**config.mk**
```make
export PLATFORM = sky130hd
export DESIGN_NAME = pc_predict_unit
export DESIGN_NICKNAME = d
export VERILOG_FILES = /design/src/rtl/pc_pkg.sv /design/src/rtl/pc_predict_unit_btb_table.sv /design/src/rtl/pc_predict_unit.sv
export SDC_FILE = /design/constraint.sdc
export NUM_CORES = 1
export LEC_CHECK = 0
export ABC_AREA = 0
export CELL_PAD_IN_SITES_DETAIL_PLACEMENT = 1
export CELL_PAD_IN_SITES_GLOBAL_PLACEMENT = 1
export CORE_AREA = 2 2 310 312
export CTS_CLUSTER_DIAMETER = 150
export CTS_CLUSTER_SIZE = 25
export DETAILED_ROUTE_END_ITERATION = 6
export DIE_AREA = 0 0 312 314
export GPL_ROUTABILITY_DRIVEN = 0
export PLACE_DENSITY_LB_ADDON = 0.15
export SLEW_MARGIN = 20
export SYNTH_ARGS = -nofsm -noshare
export SYNTH_HDL_FRONTEND = slang
export SYNTH_SLANG_ARGS = --single-unit
```
**constraint.sdc**
```tcl
create_clock -name clk -period 7.43 [get_ports clk]
set_clock_uncertainty 0.2 [all_clocks]
set_input_delay 1.1145 -clock clk [delete_from_list [all_inputs] [get_ports clk]]
set_output_delay 1.1145 -clock clk [all_outputs]
set_load 0.05 [all_outputs]
```
**src/rtl/pc_pkg.sv**
```systemverilog
// Shared types and helpers for the fetch-stage PC predictor: 2-bit branch counter
// encoding and its saturating step functions.
package pc_pkg;

  typedef enum logic [1:0] {
    SNT = 2'b00,
    WNT = 2'b01,
    WT  = 2'b10,
    ST  = 2'b11
  } bp_ctr_t;

  localparam bp_ctr_t CTR_RESET = WNT;
  localparam bp_ctr_t CTR_ALLOC = WT;

  function automatic bp_ctr_t sat_inc(input bp_ctr_t c);
    case (c)
      SNT:     return WNT;
      WNT:     return WT;
      default: return ST;
    endcase
  endfunction

  function automatic bp_ctr_t sat_dec(input bp_ctr_t c);
    case (c)
      ST:      return WT;
      WT:      return WNT;
      default: return SNT;
    endcase
  endfunction

endpackage

```
**src/rtl/pc_predict_unit_btb_table.sv**
```systemverilog
// Direct-mapped BTB storage: combinational lookup port and a clocked training port.
// Only valid/ctr are reset; valid gates the uninitialised tag/target storage.
module btb_table
  import pc_pkg::*;
#(
  parameter int DATA_WIDTH = 32,
  parameter int BTB_DEPTH  = 16,
  localparam int IDX_W     = $clog2(BTB_DEPTH),
  localparam int TAG_W     = DATA_WIDTH - IDX_W - 2
) (
  input  logic                  clk,
  input  logic                  rst,
  input  logic [IDX_W-1:0]      rd_idx,
  output logic                  rd_valid,
  output logic [TAG_W-1:0]      rd_tag,
  output bp_ctr_t               rd_ctr,
  output logic [DATA_WIDTH-1:0] rd_target,
  input  logic                  wr_en,
  input  logic [IDX_W-1:0]      wr_idx,
  input  logic [TAG_W-1:0]      wr_tag,
  input  logic                  wr_taken,
  input  logic [DATA_WIDTH-1:0] wr_target
);

  logic [BTB_DEPTH-1:0]  valid_q;
  bp_ctr_t               ctr_q    [BTB_DEPTH];
  logic [TAG_W-1:0]      tag_q    [BTB_DEPTH];
  logic [DATA_WIDTH-1:0] target_q [BTB_DEPTH];
  logic                  wr_hit;

  assign rd_valid  = valid_q[rd_idx];
  assign rd_tag    = tag_q[rd_idx];
  assign rd_ctr    = ctr_q[rd_idx];
  assign rd_target = target_q[rd_idx];

  assign wr_hit = valid_q[wr_idx] && (tag_q[wr_idx] == wr_tag);

  always_ff @(posedge clk) begin
    if (!rst) begin
      valid_q <= '0;
      for (int i = 0; i < BTB_DEPTH; i++) ctr_q[i] <= CTR_RESET;
    end else if (wr_en) begin
      if (wr_hit) begin
        ctr_q[wr_idx] <= wr_taken ? sat_inc(ctr_q[wr_idx]) : sat_dec(ctr_q[wr_idx]);
      end else if (wr_taken) begin
        valid_q[wr_idx] <= 1'b1;
        ctr_q[wr_idx]   <= CTR_ALLOC;
      end
    end
  end

  // A taken outcome either refreshes a hit entry's target or allocates over the occupant.
  always_ff @(posedge clk) begin
    if (rst && wr_en && wr_taken) begin
      tag_q[wr_idx]    <= wr_tag;
      target_q[wr_idx] <= wr_target;
    end
  end

endmodule

```
**src/rtl/pc_predict_unit.sv**
```systemverilog
// Fetch-stage PC generator: PC register, next-PC priority mux, incrementer and
// BTB-based taken/target prediction; execute trains the BTB and redirects.
module pc_predict_unit
  import pc_pkg::*;
#(
  parameter int                    DATA_WIDTH = 32,
  parameter int                    BTB_DEPTH  = 16,
  parameter logic [DATA_WIDTH-1:0] RESET_PC   = '0,
  parameter int unsigned           PC_INC     = 4
) (
  input  logic                  clk,
  input  logic                  rst,
  input  logic                  en_f,
  input  logic                  upd_valid,
  input  logic [DATA_WIDTH-1:0] upd_pc,
  input  logic                  upd_taken,
  input  logic [DATA_WIDTH-1:0] upd_target,
  input  logic                  upd_mispredict,
  input  logic [DATA_WIDTH-1:0] redirect_pc,
  output logic [DATA_WIDTH-1:0] PC,
  output logic [DATA_WIDTH-1:0] inc_PC,
  output logic                  pred_taken,
  output logic [DATA_WIDTH-1:0] pred_target
);

  localparam int IDX_W = $clog2(BTB_DEPTH);
  localparam int TAG_W = DATA_WIDTH - IDX_W - 2;

  logic [IDX_W-1:0]      idx_f;
  logic [TAG_W-1:0]      tag_f;
  logic [IDX_W-1:0]      idx_e;
  logic [TAG_W-1:0]      tag_e;
  logic                  rd_valid;
  logic [TAG_W-1:0]      rd_tag;
  bp_ctr_t               rd_ctr;
  logic [DATA_WIDTH-1:0] rd_target;
  logic                  lkp_hit;
  logic [DATA_WIDTH-1:0] pc_nxt;

  // Word-aligned PCs: bits [1:0] never take part in index or tag.
  assign idx_f = IDX_W'(PC >> 2);
  assign tag_f = TAG_W'(PC >> (IDX_W + 2));
  assign idx_e = IDX_W'(upd_pc >> 2);
  assign tag_e = TAG_W'(upd_pc >> (IDX_W + 2));

  btb_table #(
    .DATA_WIDTH (DATA_WIDTH),
    .BTB_DEPTH  (BTB_DEPTH)
  ) u_btb (
    .clk       (clk),
    .rst       (rst),
    .rd_idx    (idx_f),
    .rd_valid  (rd_valid),
    .rd_tag    (rd_tag),
    .rd_ctr    (rd_ctr),
    .rd_target (rd_target),
    .wr_en     (upd_valid),
    .wr_idx    (idx_e),
    .wr_tag    (tag_e),
    .wr_taken  (upd_taken),
    .wr_target (upd_target)
  );

  assign lkp_hit     = rd_valid && (rd_tag == tag_f);
  assign pred_taken  = lkp_hit && ((rd_ctr == WT) || (rd_ctr == ST));
  assign pred_target = pred_taken ? rd_target : '0;
  assign inc_PC      = PC + DATA_WIDTH'(PC_INC);

  // Flush beats stall; prediction only steers a fetch that is actually advancing.
  always_comb begin
    pc_nxt = inc_PC;
    if (upd_mispredict) pc_nxt = redirect_pc;
    else if (!en_f)     pc_nxt = PC;
    else if (pred_taken) pc_nxt = pred_target;
  end

  always_ff @(posedge clk) begin
    if (!rst) PC <= RESET_PC;
    else      PC <= pc_nxt;
  end

endmodule

```
After elaboration in Yosys (flattened, before gate mapping)
Memory sizes are Yosys's and may differ from the RTL's. A register that Yosys moved wholly into a read port is not among the register bits. Index checks and enable logic that the tools add are counted.

Flip-flop bits (word level): 48. Memories kept: 3. RAM bits: 960. Bits of input ports: 102.

Bitwise logic cells: 3. Reduce and logical (&&, ||, !) cells: 11. Eq/ne operators: 7. Magnitude comparators: 3. Multiplexer cells: 41. $add $sub $neg: 1.

Memory list: u_btb.target_q (words 16, width 32, rd ports 1, clocked after memory_dff 1, write ports 1, RTL line pc_predict_unit_btb_table.sv:28) `logic [DATA_WIDTH-1:0] target_q [BTB_DEPTH];`; u_btb.tag_q (words 16, width 26, rd ports 2, clocked after memory_dff 1, write ports 1, RTL line pc_predict_unit_btb_table.sv:27) `logic [TAG_W-1:0] tag_q [BTB_DEPTH];`; u_btb.ctr_q (words 16, width 2, rd ports 2, clocked after memory_dff 1, write ports 16, RTL line pc_predict_unit_btb_table.sv:26) `bp_ctr_t ctr_q [BTB_DEPTH];`.

Operators by type and width (number): two-way mux 32 bit (4); == test 26 bit (2); adder 32 x 3 -> 32 bit, second input constant (1); two-way mux 4 bit (7); two-way mux 2 bit (9); two-way mux 1 bit (16); bitwise OR 16 bit (1); less-than comparator 4 x 5 -> 1 bit, second input constant (2); binary-select mux 1 bit (select 4 bit) (2); == test 2 bit, second input constant (4); one-hot mux 2 bit (2 select lines) (2); logical AND 1 bit (6); demux 1 bit (select 4 bit) (1); greater-or-equal comparator 4 x 1 -> 1 bit, second input constant (1); AND reduction 3 bit (1); == test 2 x 1 -> 1 bit, second input constant (1); logical NOT 2 bit (1); nonzero test 2 bit (1); OR reduction 2 bit (1); logical OR 1 bit (1); inverter 1 bit (1); bitwise OR 1 bit (1).

Depth between registers and ports, before layout
Word-level depth: 10. Mapped depth: 14.

Hierarchy
Synthesis repeated with hierarchy kept, for this count alone.

Cell total of the unflattened synthesis: 2251. Area, all modules: 44181.1 sq um.

By module, submodules not included: btb_table (area each 41288.3 sq um, times used 1, cells an instance 1891, seq. area each 29148.0 sq um); pc_predict_unit (area each 2892.8 sq um, times used 1, cells an instance 360, seq. area each 640.6 sq um).

Worst setup path after synthesis
Ideal clock, no wire load.

Path type: input port to flip-flop. Start: input upd_pc[3]. End: memory u_btb.tag_q[11][0] (netlist bit) (enable). Setup slack: 1.499 ns. Arrival time: 5.257 ns. Setup time: 0.474 ns. Stages on the path: 8. Required time: 6.756 ns. Buffers on the path: 5. Path through: clkbuf_1 -> clkbuf_1 -> clkbuf_1 -> clkbuf_1 -> and2_1 -> clkbuf_1 -> nand2_1 -> nor2_1.

RTL lines: start: declaration (RTL line pc_predict_unit.sv:15) `input logic [DATA_WIDTH-1:0] upd_pc,`; end: declaration (RTL line pc_predict_unit_btb_table.sv:27).

No word-level cell before the write port.

==> flow_summary_export.csv <==
group,metric,value,unit
global_routing,antenna_found_initial,15,
worst_setup_path,critPathKind,"reg2out",
synthesis,async_flop_share,0,%
routing,wl,128000,µm
clock_tree,cts_setup_buffers,0,
die,die_h,314,µm
clock_tree,clock-root-buffer,"clkbuf_16",
synthesis,yosys.area_share.adder,0.0284,%
synthesis,yosys-top-cells-area,"edfxtp_1 (65%), mux4_2 (22%), dfxtp_1 (2.4%), xnor2_1 (1.5%), nand2_1 (0.91%)",
synthesis,synth_nets,2330,
routing,first_pass_iters,5,
worst_setup_path,endpoint_kind,"primary output",
synthesis,synth_ff_type,"edfxtp_1",
timing,setup_viol,0,
global_routing,grt_pass1_wl,184000,µm
routing,avgViaCountPerCell,6.51,
die,die-area,98000,µm²
timing,finalSetupTns,0,ns
clock_tree,numCtsBuffers,46,
synthesis,yosys.area.top_type,"edfxtp_1",
clock_tree,insertion_delay,0.66,ns
synthesis,ys_ff_latch,1012,
place,io_buffers,196,
clock_tree,cts_hold_buf,0,
timing,relSlewSlack,21.9,%
routing,routedWlPerCell,34.7,µm
worst_setup_path,cp-start-kind,"flip-flop",
pwr,power.density,214,nW/µm²
worst_setup_path,cp.required,6.12,ns
timing,setup_slack,0.482,ns
global_routing,grt_max_degree,81,
worst_setup_path,cp.arrival,5.63,ns
cells_and_area,final_nets,2479,
die,core_area,94400,µm²
routing,vias,23938,
timing,rsz0062_at_grt,"no",
routing,drtAntennaViolNets,0,
global_routing,grt-ovfl-total,0,
synthesis,yosys.area_share.xor_xnor,1.69,%
synthesis,synth-compound-area-share,2.16,%
place,dpl_worst_slack,1.09,ns
synthesis,syn_area,44100,µm²
synthesis,yosysSeqAreaShare,67.7,%
synthesis,synth_top_family_by_area,"multiplexers",
clock_tree,clk_pin_slew,0.10,ns
synthesis,synth_cell_type_count,65,
timing,fin_crit,6.95,ns
place,hpwl,76700,µm
cells_and_area,syn_to_final_growth,11.4,%
clock_tree,cts.sinks,1012,
die,die_x,312,µm
synthesis,syn_area_per_cell,19.8,µm²
routing,drt_iter0_markers,2558,
global_routing,grt_util_all_layers,26.1,%
timing,drv_slew,0,
status,status,"complete, no violations",
timing,fmax,144,MHz
timing,fin_crit_sh,93.5,%
die,rows,113,
clock_tree,cts_resized,0,
cells_and_area,drive_gt1_share,25.3,%
clock_tree,cts_tree,"done",
timing,tightest_slew,1.17,ns
clock_tree,htreeDepth,2,
pwr,p_leak,14.8,nW
synthesis,synthCells,2227,
synthesis,synth_top_area_share,65.4,%
synthesis,synthSimpleGateAreaFrac,4.20,%
global_routing,grt_pass1_vias,25312,
synthesis,synth.area.mux_share,22.4,%
min_path,hold_class,"reg2reg",
routing,drcViolationCount,0,
timing,hold_violations,0,
pwr,vdd_drop_max,176,µV
synthesis,yosys_warnings,0,
die,initial_core_util,46.7,%
worst_setup_path,worstPathMaxFanout,27,
die,ios,199,
clock_tree,clk_path_buf_depth,3,
synthesis,synth_edf_count,960,
cells_and_area,utilization,52.0,%
job,cap_violations,0,
## layer usage
metal  up-vias  share of wire [%]  track usage [%]
met5         -              0.067                0
met4        14                2.4             6.67
met3       182                7.8             4.63
met2      1052                 49             42.6
met1     13079                 41             36.9
li1       9611                  -                -
## power by group
group / total [W] / internal, W / switching [W]
Sequential: 0.00638 / 0.00629 / 0.0000916
Combinational: 0.00115 / 0.000504 / 0.000646
Clock: 0.00298 / 0.00120 / 0.00178
Total: 0.0105 / 0.00800 / 0.00251
## worst paths after layout
check	start	to	slack (ns)	cells after the start
worst max register to register	flip-flop	PC[7]	2.06	11
worst max-delay path	flip-flop	pred_target[24]	0.48	9
worst min-delay path	u_btb.valid_q[1]	u_btb.valid_q[1]	0.29	2
worst min register to register	u_btb.valid_q[1]	u_btb.valid_q[1]	0.29	2
## placed cells by master (no fill, tap or decap), types with 21 or more instances in the layout
cell type | synthesis | routed
nor2_1 | 42 | 26
dfxtp_1 | 52 | 48
o21ai_0 | 44 | 44
xnor2_1 | 74 | 74
clkbuf_1 | 92 | 27
clkdlybuf4s50_1 | 0 | 182
edfxtp_1 | 960 | 960
mux4_2 | 422 | 422
clkbuf_16 | 0 | 47
a211oi_1 | 24 | 24
mux2i_1 | 29 | 29
nand4_1 | 29 | 29
nand2_1 | 107 | 107
and3_1 | 39 | 39
buf_12 | 0 | 21
nor3_1 | 50 | 50
buf_4 | 10 | 55
nand3_1 | 31 | 31
## layout make-up
type | count | area (µm²)
antenna | 5 | 12.5
clock buffer | 74 | 1280
clock inverter | 3 | 45.0
fill | 8430 | 45300
inverter | 11 | 42.5
multi-input combinational | 1040 | 13600
sequential | 1012 | 29900
tap | 1265 | 1580
timing repair buffer | 265 | 2720
## cell usage after synthesis (3+ instances only)
| cell | count |
|---|---|
| a211oi_1 | 24 |
| a21o_1 | 3 |
| a21oi_1 | 10 |
| a22oi_1 | 8 |
| a32o_1 | 4 |
| and2_1 | 6 |
| and3_1 | 39 |
| and4_1 | 3 |
| buf_1 | 13 |
| buf_2 | 41 |
| buf_4 | 10 |
| buf_6 | 8 |
| clkbuf_1 | 92 |
| dfxtp_1 | 52 |
| edfxtp_1 | 960 |
| inv_1 | 9 |
| mux2_2 | 7 |
| mux2i_1 | 29 |
| mux4_2 | 422 |
| nand2_1 | 107 |
| nand2b_1 | 9 |
| nand3_1 | 31 |
| nand4_1 | 29 |
| nor2_1 | 42 |
| nor2b_1 | 10 |
| nor3_1 | 50 |
| nor3_2 | 12 |
| nor4_1 | 4 |
| o211ai_1 | 5 |
| o21ai_0 | 44 |
| o31ai_1 | 14 |
| or2_2 | 4 |
| or3_1 | 3 |
| xnor2_1 | 74 |
| xor2_1 | 11 |
## critical path, cell delays in order (launching register included)
cell             delay [ns]
dfxtp_4                0.75
buf_4                  0.45
mux4_2                 0.55
mux4_2                 0.56
xnor2_1                0.22
nand4_1                0.17
nor4_4                 0.85
buf_12                 0.26
and3_1                 0.26
clkdlybuf4s50_1        0.83
## state kept, by name (all words and copies together) (netlist names), named ones only
signal and cells:
PC 32, u_btb.tag_q 416, u_btb.valid_q 16, u_btb.ctr_q 32, u_btb.target_q 512
## through the flow
stage	hold WS, ns	std cells	total power [W]	cell area (µm²)
detailed placement	0.279	3592	0.00767	47800
CTS	0.296	3669	0.0106	49100
finish	0.294	3675	0.0105	49100
global route	0.323	3673	0.0108	49100
floorplan	0.236	2227	0.00721	44100
global placement	0.257	3592	0.00764	47800
## logic make-up (layout without fill, tap and decap cells)
logic type | count (synthesis) | after routing
adder cells (fa/ha/maj) | 1 | 1
AND/OR/NAND/NOR | 358 | 358
other | 0 | 5
flip-flops | 1012 | 1012
XOR/XNOR | 85 | 85
multiplexers | 458 | 458
buffers and inverters | 175 | 353
AO/OA/AOI/OAI | 138 | 138
Note: power is estimated with default switching activity, not from simulation.
